[src/rtl/alu_exec.sv]
// alu_exec: EX-stage execution unit. Single-cycle ADD/SUB/AND/XOR/SLL/SRA with
// registered result; iterative shift-add MUL over WIDTH cycles with ready_o low.
// Ports: clk_i/rst_i (async active-low), valid_i/ALUCtrl_i/data1_i/data2_i op in,
//        flush_i abort, ready_o accept-able, data_o/valid_o/zero_o registered result.
module alu_exec #(
  parameter  int WIDTH   = 32,
  localparam int SHAMT_W = $clog2(WIDTH)
) (
  input  logic             clk_i,
  input  logic             rst_i,
  input  logic             valid_i,
  input  logic [2:0]       ALUCtrl_i,
  input  logic [WIDTH-1:0] data1_i,
  input  logic [WIDTH-1:0] data2_i,
  input  logic             flush_i,
  output logic             ready_o,
  output logic [WIDTH-1:0] data_o,
  output logic             valid_o,
  output logic             zero_o
);

  localparam logic [2:0] OP_ADD = 3'b001;
  localparam logic [2:0] OP_SUB = 3'b010;
  localparam logic [2:0] OP_MUL = 3'b011;
  localparam logic [2:0] OP_AND = 3'b100;
  localparam logic [2:0] OP_XOR = 3'b101;
  localparam logic [2:0] OP_SLL = 3'b110;
  localparam logic [2:0] OP_SRA = 3'b111;

  localparam logic [SHAMT_W-1:0] LAST_STEP = SHAMT_W'(WIDTH - 1);

  typedef enum logic {
    IDLE,
    MUL_RUN
  } state_t;

  state_t             state, state_nxt;
  logic [WIDTH-1:0]   acc, mcand, mplier;
  logic [SHAMT_W-1:0] count;

  logic [SHAMT_W-1:0] shamt;
  logic [WIDTH-1:0]   alu_res;
  logic [WIDTH-1:0]   acc_nxt;
  logic               alu_load, mul_start, mul_done;

  // Shifts only honour the low SHAMT_W bits of operand B.
  assign shamt = data2_i[SHAMT_W-1:0];

  always_comb begin
    alu_res = '0;
    case (ALUCtrl_i)
      OP_ADD:  alu_res = data1_i + data2_i;
      OP_SUB:  alu_res = data1_i - data2_i;
      OP_AND:  alu_res = data1_i & data2_i;
      OP_XOR:  alu_res = data1_i ^ data2_i;
      OP_SLL:  alu_res = data1_i << shamt;
      OP_SRA:  alu_res = $unsigned($signed(data1_i) >>> shamt);
      default: alu_res = '0;  // reserved code and MUL (MUL result comes from acc)
    endcase
  end

  // One shift-add step; on the final step this is the product.
  assign acc_nxt = acc + (mplier[0] ? mcand : '0);

  assign ready_o = (state == IDLE);

  always_ff @(posedge clk_i or negedge rst_i) begin
    if (!rst_i) state <= IDLE;
    else        state <= state_nxt;
  end

  always_comb begin
    state_nxt = state;
    alu_load  = 1'b0;
    mul_start = 1'b0;
    mul_done  = 1'b0;
    if (flush_i) begin
      // Flush wins over both accept and MUL completion.
      state_nxt = IDLE;
    end else begin
      case (state)
        IDLE: begin
          if (valid_i) begin
            if (ALUCtrl_i == OP_MUL) begin
              mul_start = 1'b1;
              state_nxt = MUL_RUN;
            end else begin
              alu_load = 1'b1;
            end
          end
        end
        MUL_RUN: begin
          if (count == LAST_STEP) begin
            mul_done  = 1'b1;
            state_nxt = IDLE;
          end
        end
        default: state_nxt = IDLE;
      endcase
    end
  end

  always_ff @(posedge clk_i or negedge rst_i) begin
    if (!rst_i) begin
      data_o  <= '0;
      valid_o <= 1'b0;
      zero_o  <= 1'b1;
      acc     <= '0;
      mcand   <= '0;
      mplier  <= '0;
      count   <= '0;
    end else begin
      valid_o <= alu_load | mul_done;
      if (alu_load) begin
        data_o <= alu_res;
        zero_o <= (alu_res == '0);
      end else if (mul_done) begin
        data_o <= acc_nxt;
        zero_o <= (acc_nxt == '0);
      end
      if (mul_start) begin
        acc    <= '0;
        mcand  <= data1_i;
        mplier <= data2_i;
        count  <= '0;
      end else if (state == MUL_RUN && !flush_i) begin
        acc    <= acc_nxt;
        mcand  <= mcand << 1;
        mplier <= mplier >> 1;
        count  <= count + 1'b1;
      end
    end
  end

endmodule

[config.mk]
export PLATFORM = sky130hd
export DESIGN_NAME = alu_exec
export DESIGN_NICKNAME = d
export VERILOG_FILES = /design/src/rtl/alu_exec.sv
export SDC_FILE = /design/constraint.sdc
export NUM_CORES = 1
export LEC_CHECK = 0
export CAP_MARGIN = 30
export CORE_ASPECT_RATIO = 1.75
export CORE_MARGIN = 2
export CORE_UTILIZATION = 62
export DETAILED_ROUTE_END_ITERATION = 12
export DONT_BUFFER_PORTS = 1
export PLACE_DENSITY = 0.8
export SYNTH_ARGS = -nofsm -noshare
export SYNTH_HDL_FRONTEND = slang
export SYNTH_SLANG_ARGS = --single-unit
[constraint.sdc]
create_clock -name clk_i -period 4.7 [get_ports clk_i]
set_clock_uncertainty 0.15 [all_clocks]
set_input_delay 0.705 -clock clk_i [delete_from_list [all_inputs] [get_ports clk_i]]
set_output_delay 0.705 -clock clk_i [all_outputs]
set_load 0.05 [all_outputs]
==> summary.txt, run 1 <==
OUTCOME
--------------------------------------------------------------------------------
Outcome ........................................................... finished clean

POWER AND IR DROP
--------------------------------------------------------------------------------
Power Dens Cells ..................................................  397 nW/um^2
Maximum ir drop on the vdd rail ...................................       277 uV
Leakage power .....................................................      7.05 nW

CLOCK NETWORK
--------------------------------------------------------------------------------
Insertion delay to the later sink of the worst-skew pair ..........      0.45 ns
Maximum number of buffers from clock root to sink .................            2
CTS Buf Count .....................................................           17
Root buffer cell .................................................. sky130_fd_sc_hd__clkbuf_16
Clock transition at the registers of the reported paths ...........      0.07 ns
H-tree depth ......................................................            4
Clock tree from TritonCTS .........................................         done
CTS sink cnt ......................................................          136

YOSYS
--------------------------------------------------------------------------------
Nets in the synthesized netlist ...................................         2019
Number of distinct library cells after synthesis ..................           93
Sequential share of the synthesized area ..........................        0.228
Share of flip-flops with an asynchronous set or reset .............         1.00
YS warnings .......................................................            0
Number of enable flip-flop cells after synthesis ..................            0
Post-synthesis instance area ......................................  14900 sq um
Cell count after synthesis ........................................         1848
Number of register bits inferred by synthesis .....................          136
Top FF cell, synth ................................................ sky130_fd_sc_hd__dfrtp_1
Post-Synthesis Mean Instance Area .................................   8.08 sq um

GRT
--------------------------------------------------------------------------------
Global-route wire length before repair ............................      91.8 mm
Vias in the first global route ....................................        15.7k
Largest net degree at the start of global routing .................          137
Total routing resource utilization after global routing ...........        0.480
Initial antenna violation count ...................................            0
GRT overflow ......................................................            0

SETUP PATH
--------------------------------------------------------------------------------
Cell Chain, Critical Path ......................................... buf_4, buf_4, and2_1, ha_1, a21o_1, a2111oi_0, nor4_1, a31o_1, a311oi_2, xor2_2, o2111ai_1, or4b_1, o31a_1, o21ai_2
Buffers & Inverters on Critical Path ..............................            2
FF-to-FF setup slack ..............................................      0.09 ns
Number of cells on the critical path ..............................           14
Worst r2r path cells ..............................................           14
Cell mode on critical path ........................................ sky130_fd_sc_hd__buf_4
Worst path slowest cell ........................................... sky130_fd_sc_hd__a2111oi_0
Cell type group with the largest total delay on the critical path . compound AO/OA/AOI/OAI gates
Origin of the worst setup path ....................................    mplier[0]
Largest incremental delay on the critical path ....................      0.68 ns
Data arrival, critical path .......................................      4.84 ns
CP startpoint kind ................................................    flip-flop
Critical register-to-register path startpoint .....................    mplier[0]
Worst reg2reg endpoint ............................................       zero_o
Termination of the worst setup path ...............................       zero_o
Startpoint-to-endpoint class of the critical path .................      reg2reg
Crit end category .................................................    flip-flop
CP Data Required Time .............................................      4.94 ns
Crit-path max FO ..................................................           26

DETAILED ROUTING
--------------------------------------------------------------------------------
Violation count after the first detailed-route iteration ..........         1727
Average routed wire per standard cell .............................      28.6 um
Residual DRC count ................................................            0
Number of nets with antenna violations after routing ..............            0
First-pass detailed-route iteration total .........................            6
Overall via count from detail_route ...............................        16.0k
Post-DR vias/cell .................................................         7.44
Detailed-route wire length ........................................      61.3 mm

LAYOUT
--------------------------------------------------------------------------------
Area of all sequential standard cells .............................   3400 sq um
Fillers ...........................................................         1988
Area growth from synthesis to layout ..............................        8.56%
Area of the multi-input gates .....................................  11000 sq um
Final core occ ....................................................        0.680
Fraction of final layout cells with drive strength greater than 1 .        0.132
Leading cell type in the layout, fill and taps excluded ........... sky130_fd_sc_hd__nand2_1
Number of nets in the finished design .............................         1995
Commonest cells after routing, fill and taps aside ................ 282 x sky130_fd_sc_hd__nand2_1, 169 x sky130_fd_sc_hd__nor2_1, 135 x sky130_fd_sc_hd__dfrtp_1, 112 x sky130_fd_sc_hd__a21oi_1, 103 x sky130_fd_sc_hd__o21ai_0
Diodes inserted ...................................................            0

PLACEMENT
--------------------------------------------------------------------------------
Post-Place Worst Slack ............................................    -0.219 ns
Number of I/O port buffers ........................................            0
GP Congestion .....................................................         1.07
Dpl hpwl ..........................................................      44.5 mm

TIMING
--------------------------------------------------------------------------------
Fmax achieved .....................................................      217 MHz
Number of failing setup endpoints in the final timing report ......            0
Worst relative slew slack .........................................        0.381
Final Worst Setup Slack ...........................................    0.0928 ns
Summed negative setup slack over all endpoints ....................         0 ns
Number of max-slew violations in the final report .................            0
Post-layout min period ............................................      4.61 ns
Final Cycle Share .................................................        0.980
Transition time at the pin with the least slew margin .............     0.925 ns
Final Hold Viols ..................................................            0
Hold_ws ...........................................................    0.0205 ns

MIN PATH
--------------------------------------------------------------------------------
Worst hold-check path type ........................................     in2async

FLOORPLANNING
--------------------------------------------------------------------------------
Vertical die dimension ............................................       209 um
Effective utilization at floorplan ................................        0.627
Number of standard-cell rows in the floorplan .....................           75
Area of the core ..................................................  23800 sq um
Total Die Area ....................................................  25400 sq um
Top-level I/O count ...............................................          106
Die width .........................................................       121 um

JOB
--------------------------------------------------------------------------------
Count of maximum capacitance violations ...........................            0

==> registers in the layout, summed over array words and instances, names as in the netlist <==
register / cells
valid_o: 1
state: 1
mcand: 32
acc: 32
mplier: 32
count: 5
zero_o: 1
data_o: 32
==> per-layer routing <==
metal,vias to the layer above,wire length [um],track usage
met5,-,0,0
met4,0,6700,0.406
met3,386,5260,0.100
met2,1063,29000,0.789
met1,7633,20300,0.521
li1,6878,-,-
==> Yosys cell counts, drive strengths merged (7+ instances only) <==
library cell / instances / area share
mux2: 21 / 0.016
o221ai: 22 / 0.013
xnor2: 39 / 0.023
o211ai: 21 / 0.011
o21ai: 110 / 0.037
a21o: 33 / 0.017
nor2b: 14 / 0.0059
nor2: 171 / 0.043
a221o: 9 / 0.0060
a211o: 9 / 0.0054
and4: 9 / 0.0053
nand2b: 12 / 0.0050
nand2: 283 / 0.071
o22ai: 11 / 0.0046
a31oi: 45 / 0.019
and3: 8 / 0.0034
o21a: 20 / 0.011
nand4: 20 / 0.0084
a211oi: 31 / 0.016
a221oi: 9 / 0.0053
buf: 34 / 0.012
or2: 9 / 0.0038
nor3: 26 / 0.0087
mux4: 49 / 0.074
dfrtp: 135 / 0.23
nor4: 7 / 0.0029
and2: 41 / 0.017
o31ai: 10 / 0.0050
clkbuf: 97 / 0.024
a2111oi: 7 / 0.0045
ha: 98 / 0.082
or3: 14 / 0.0059
o2111ai: 8 / 0.0047
a21oi: 114 / 0.038
mux2i: 74 / 0.050
a22o: 16 / 0.0094
inv: 32 / 0.0080
xor2: 27 / 0.016
a22oi: 49 / 0.025
nand3: 32 / 0.011
==> worst register-to-register path, stage by stage, from the launching register on <==
cell	delay [ns]
sky130_fd_sc_hd__dfrtp_1	0.40
sky130_fd_sc_hd__buf_4	0.17
sky130_fd_sc_hd__buf_4	0.21
sky130_fd_sc_hd__and2_1	0.21
sky130_fd_sc_hd__ha_1	0.33
sky130_fd_sc_hd__a21o_1	0.27
sky130_fd_sc_hd__a2111oi_0	0.68
sky130_fd_sc_hd__nor4_1	0.14
sky130_fd_sc_hd__a31o_1	0.28
sky130_fd_sc_hd__a311oi_2	0.32
sky130_fd_sc_hd__xor2_2	0.27
sky130_fd_sc_hd__o2111ai_1	0.18
sky130_fd_sc_hd__or4b_1	0.57
sky130_fd_sc_hd__o31a_1	0.31
sky130_fd_sc_hd__o21ai_2	0.07
==> kinds of logic (layout without fill, tap and decap cells) <==
| logic type | Yosys count | after routing | synth area share |
|---|---|---|---|
| and+or+nand+nor | 672 | 672 | 0.206 |
| AOI/OAI and AO/OA | 566 | 566 | 0.259 |
| xor gates and xnor gates | 66 | 66 | 0.0387 |
| adders and majority gates | 100 | 100 | 0.0848 |
| muxes | 144 | 144 | 0.139 |
| buffers and inverters | 164 | 152 | 0.0446 |
| DFF | 136 | 136 | 0.228 |
==> worst min path at each step <==
| stage | slack [ns] | end | cells after the start | from |
|---|---|---|---|---|
| after floorplan | 0.26 | acc[0] | 0 | rst_i |
| after global placement | 0.26 | mplier[6] | 0 | rst_i |
| after detailed placement | 0.26 | mplier[6] | 0 | rst_i |
| after CTS | 0.1 | mplier[6] | 1 | rst_i |
| after global routing | 0.08 | mplier[7] | 1 | rst_i |
| final | 0.02 | mplier[15] | 1 | rst_i |
==> where the power goes <==
| part | total, mW | switching, mW | internal, mW |
|---|---|---|---|
| clock network | 1.39 | 0.591 | 0.796 |
| logic | 3.04 | 1.79 | 1.25 |
| registers | 2.01 | 0.490 | 1.52 |
| total | 6.44 | 2.87 | 3.57 |
==> what timing repair did <==
action                                  CTS  global route
endpoints found under the hold margin   136             0
pin swaps                                 0             2
gates resized for setup                   2            14
endpoints found under the setup margin    1             1
buffers inserted                          0             1
hold buffers                              1             0
==> final cells by class <==
class / count / share of cell area
Clock buffer: 18 / 0.0271
Clock inverter: 13 / 0.00895
Inverter: 33 / 0.00795
Multi-Input combinational cell: 1548 / 0.680
Sequential cell: 136 / 0.210
Tap cell: 308 / 0.0238
Timing Repair Buffer: 88 / 0.0427
==> stage by stage <==
step / power (mW) / area (sq um) / instances
finish: 6.44 / 16200 / 2144
floorplan: 4.05 / 15100 / 1848
detailed placement: 4.86 / 15500 / 2111
global placement: 4.75 / 15500 / 2111
CTS: 6.30 / 16100 / 2143
global route: 6.74 / 16200 / 2144
No activity file was read; power rests on OpenSTA's default activity.
==> inputs of run 2 (changes only) <==
Settings changed: CORE_UTILIZATION 62 to 55, PLACE_DENSITY 0.8 to 0.72, REMOVE_ABC_BUFFERS set to 1.
==> summary.txt, run 2 (synthesis gave the netlist of run 1 again) <==
SETUP PATH
--------------------------------------------------------------------------------
Crit end category .................................................    flip-flop
Cell type group with the largest total delay on the critical path . compound AO/OA/AOI/OAI gates
Startpoint-to-endpoint class of the critical path .................      reg2reg
Cell Chain, Critical Path ......................................... buf_4, and2_1, ha_1, and4_1, o2111ai_1, a31oi_1, o211ai_1, a211o_1, a32oi_1, xnor2_1, nand4_1, or4b_1, o31a_1, o21ai_2
Data arrival, critical path .......................................      4.76 ns   -0.08 ns
Largest incremental delay on the critical path ....................      0.52 ns   -0.16 ns
CP startpoint kind ................................................    flip-flop
Buffers & Inverters on Critical Path ..............................            1   -1
Crit-path max FO ..................................................           24   -7.7%
Worst path slowest cell ........................................... sky130_fd_sc_hd__or4b_1
CP Data Required Time .............................................      4.92 ns   -0.02 ns

TIMING
--------------------------------------------------------------------------------
Worst relative slew slack .........................................        0.316   -0.0655
Final Cycle Share .................................................        0.966   -0.0140
Number of failing setup endpoints in the final timing report ......            0   unchanged
Post-layout min period ............................................      4.54 ns   -0.0656 ns
Transition time at the pin with the least slew margin .............      1.03 ns   +0.102 ns
Fmax achieved .....................................................      220 MHz   +1.4%
Final Worst Setup Slack ...........................................     0.158 ns   +0.0656 ns
Final Hold Viols ..................................................            0   unchanged
Number of max-slew violations in the final report .................            0   unchanged

PLACEMENT
--------------------------------------------------------------------------------
Post-Place Worst Slack ............................................    -0.299 ns   -0.0791 ns
Dpl hpwl ..........................................................      45.8 mm   +2.8%
GP Congestion .....................................................         1.03   -4.3%
Number of I/O port buffers ........................................            0   unchanged

GRT
--------------------------------------------------------------------------------
Largest net degree at the start of global routing .................          137   unchanged
GRT overflow ......................................................            0   unchanged
Global-route wire length before repair ............................      91.7 mm   -0.11%
Vias in the first global route ....................................        15.6k   -0.69%
GR Layer Usage met3 ...............................................       0.0729   -0.0274
Initial antenna violation count ...................................            1   +1
Met2 track utilization from global routing ........................        0.737   -0.0526
Total routing resource utilization after global routing ...........        0.427   -0.0537
Routing layer with the top usage in global route ..................         met2
Grt met1 use ......................................................        0.463   -0.0581

JOB
--------------------------------------------------------------------------------
Count of maximum capacitance violations ...........................            0   unchanged

LAYOUT
--------------------------------------------------------------------------------
Area growth from synthesis to layout ..............................        11.0%
Leading cell type in the layout, fill and taps excluded ........... sky130_fd_sc_hd__nand2_1
Commonest cells after routing, fill and taps aside ................ 283 x sky130_fd_sc_hd__nand2_1, 167 x sky130_fd_sc_hd__nor2_1, 145 x sky130_fd_sc_hd__buf_4, 134 x sky130_fd_sc_hd__dfrtp_1, 113 x sky130_fd_sc_hd__a21oi_1
Fraction of final layout cells with drive strength greater than 1 .        0.153   +0.0207
Number of nets in the finished design .............................         2053   +2.9%

FLOORPLANNING
--------------------------------------------------------------------------------
Effective utilization at floorplan ................................        0.560   -0.0670
Total Die Area ....................................................  28500 sq um   +12%
Number of standard-cell rows in the floorplan .....................           79   +5.3%
Top-level I/O count ...............................................          106   unchanged
Area of the core ..................................................  26700 sq um   +12%
Vertical die dimension ............................................       222 um   +6.1%
Die width .........................................................       129 um   +6.0%

CLOCK NETWORK
--------------------------------------------------------------------------------
CTS sink cnt ......................................................          136   unchanged
Clock transition at the registers of the reported paths ...........      0.07 ns   about the same
Insertion delay to the later sink of the worst-skew pair ..........      0.45 ns   about the same
CTS Buf Count .....................................................           17   unchanged
H-tree depth ......................................................            4   unchanged
Root buffer cell .................................................. sky130_fd_sc_hd__clkbuf_16
Maximum number of buffers from clock root to sink .................            2   unchanged
Clock tree from TritonCTS .........................................         done

DETAILED ROUTING
--------------------------------------------------------------------------------
Violation count after the first detailed-route iteration ..........         1494   -13%
Residual DRC count ................................................            0   unchanged
Average routed wire per standard cell .............................      27.6 um   -3.4%
Detailed-route wire length ........................................      61.2 mm   about the same
First-pass detailed-route iteration total .........................            6   unchanged
Overall via count from detail_route ...............................        15.7k   -1.7%
Number of nets with antenna violations after routing ..............            0   unchanged
Post-DR vias/cell .................................................         7.07   -5.1%

POWER AND IR DROP
--------------------------------------------------------------------------------
Switching Share ...................................................        0.440   -0.00539
Proportion of power drawn by the clock network ....................        0.207   -0.009
Final Power .......................................................      6.43 mW   about the same
Internal power of the cells .......................................      3.60 mW   +0.92%
Maximum ir drop on the vdd rail ...................................       269 uV   -2.9%
Power Dens Cells ..................................................  388 nW/um^2   -2.2%
Relative contribution of combinational cells to total power .......        0.481   +0.009
Net switching power of the design .................................      2.83 mW   -1.3%
Leakage power .....................................................      7.30 nW   +3.6%
Fraction of power consumed by sequential logic ....................        0.312   about the same

MIN PATH
--------------------------------------------------------------------------------
Worst hold-check path type ........................................     in2async

OUTCOME
--------------------------------------------------------------------------------
Outcome ........................................................... finished clean

## run 2: per-stage QoR
stage	utilization	hold slack, ns	TNS (ns)	std cells	instance area [sq um]
2_1_floorplan	-	0.259	-3.19	1717	14400
3_3_place_gp	0.596	0.262	-0.175	2184	15900
3_5_place_dp	0.596	0.262	-0.781	2184	15900
4_1_cts	0.618	0.0982	0	2217	16500
5_1_grt	0.621	0.0652	-0.00525	2219	16600
6_report	0.621	0.0146	0	2220	16600
## run 2: path summary, 6_finish.rpt
path                            startpoint          to  slack [ns]  depth (start not counted)
worst max-delay path             mplier[0]      zero_o        0.16                         14
worst min-delay path                 rst_i  mplier[11]        0.01                          1
worst max register to register   mplier[0]      zero_o        0.16                         14
worst min register to register  mplier[15]  mplier[15]        0.32                          2
max in group asynchronous            rst_i  mplier[19]        3.67                          1
min in group clk_i                 flush_i      acc[2]        0.20                          1
## run 2: power groups by stage
stage | sequential, mW | combinational [mW] | clock [mW]
detailed placement | 2.02 | 2.92 | 0
finish | 2.01 | 3.10 | 1.33
floorplan | 1.94 | 2.01 | 0
global placement | 2.01 | 2.86 | 0
CTS | 2.00 | 2.98 | 1.34
global route | 2.05 | 3.35 | 1.39
## run 2: layout make-up
cell class                      count  area, sq um
Clock inverter                     12          119
Timing Repair Buffer              146         1120
Inverter                           33          124
Sequential cell                   136         3410
Multi-Input combinational cell   1548        11000
Antenna cell                        1         2.50
Clock buffer                       20          447
Fill cell                        2392        10100
Tap cell                          324          405
## run 2: per-layer routing
metal,up-vias,wire (um)
met5,-,0
met4,0,5430
met3,271,4230
met2,890,30500
met1,7542,21100
li1,6987,-
## run 2: repair_timing
action,CTS,global route
endpoints found under the hold margin,136,0
endpoints found under the setup margin,0,3
hold buffers,1,0
gates resized for setup,0,17
buffers inserted,0,2
## run 2: worst reg2reg max path: cells and delay by family (launching register included)
kind	cells	cell delay, ns
buffers and inverters	1	0.23
flip-flops	1	0.46
adder cells (fa/ha/maj)	1	0.38
AND/OR/NAND/NOR	4	1.10
XOR/XNOR	1	0.18
AO/OA/AOI/OAI	7	1.96
==> inputs of run 3 (changes only) <==
Settings changed: TNS_END_PERCENT set to 20.
==> results of run 3 <==
Same layout as run 2: the final DEF is identical, and so are final timing and power.
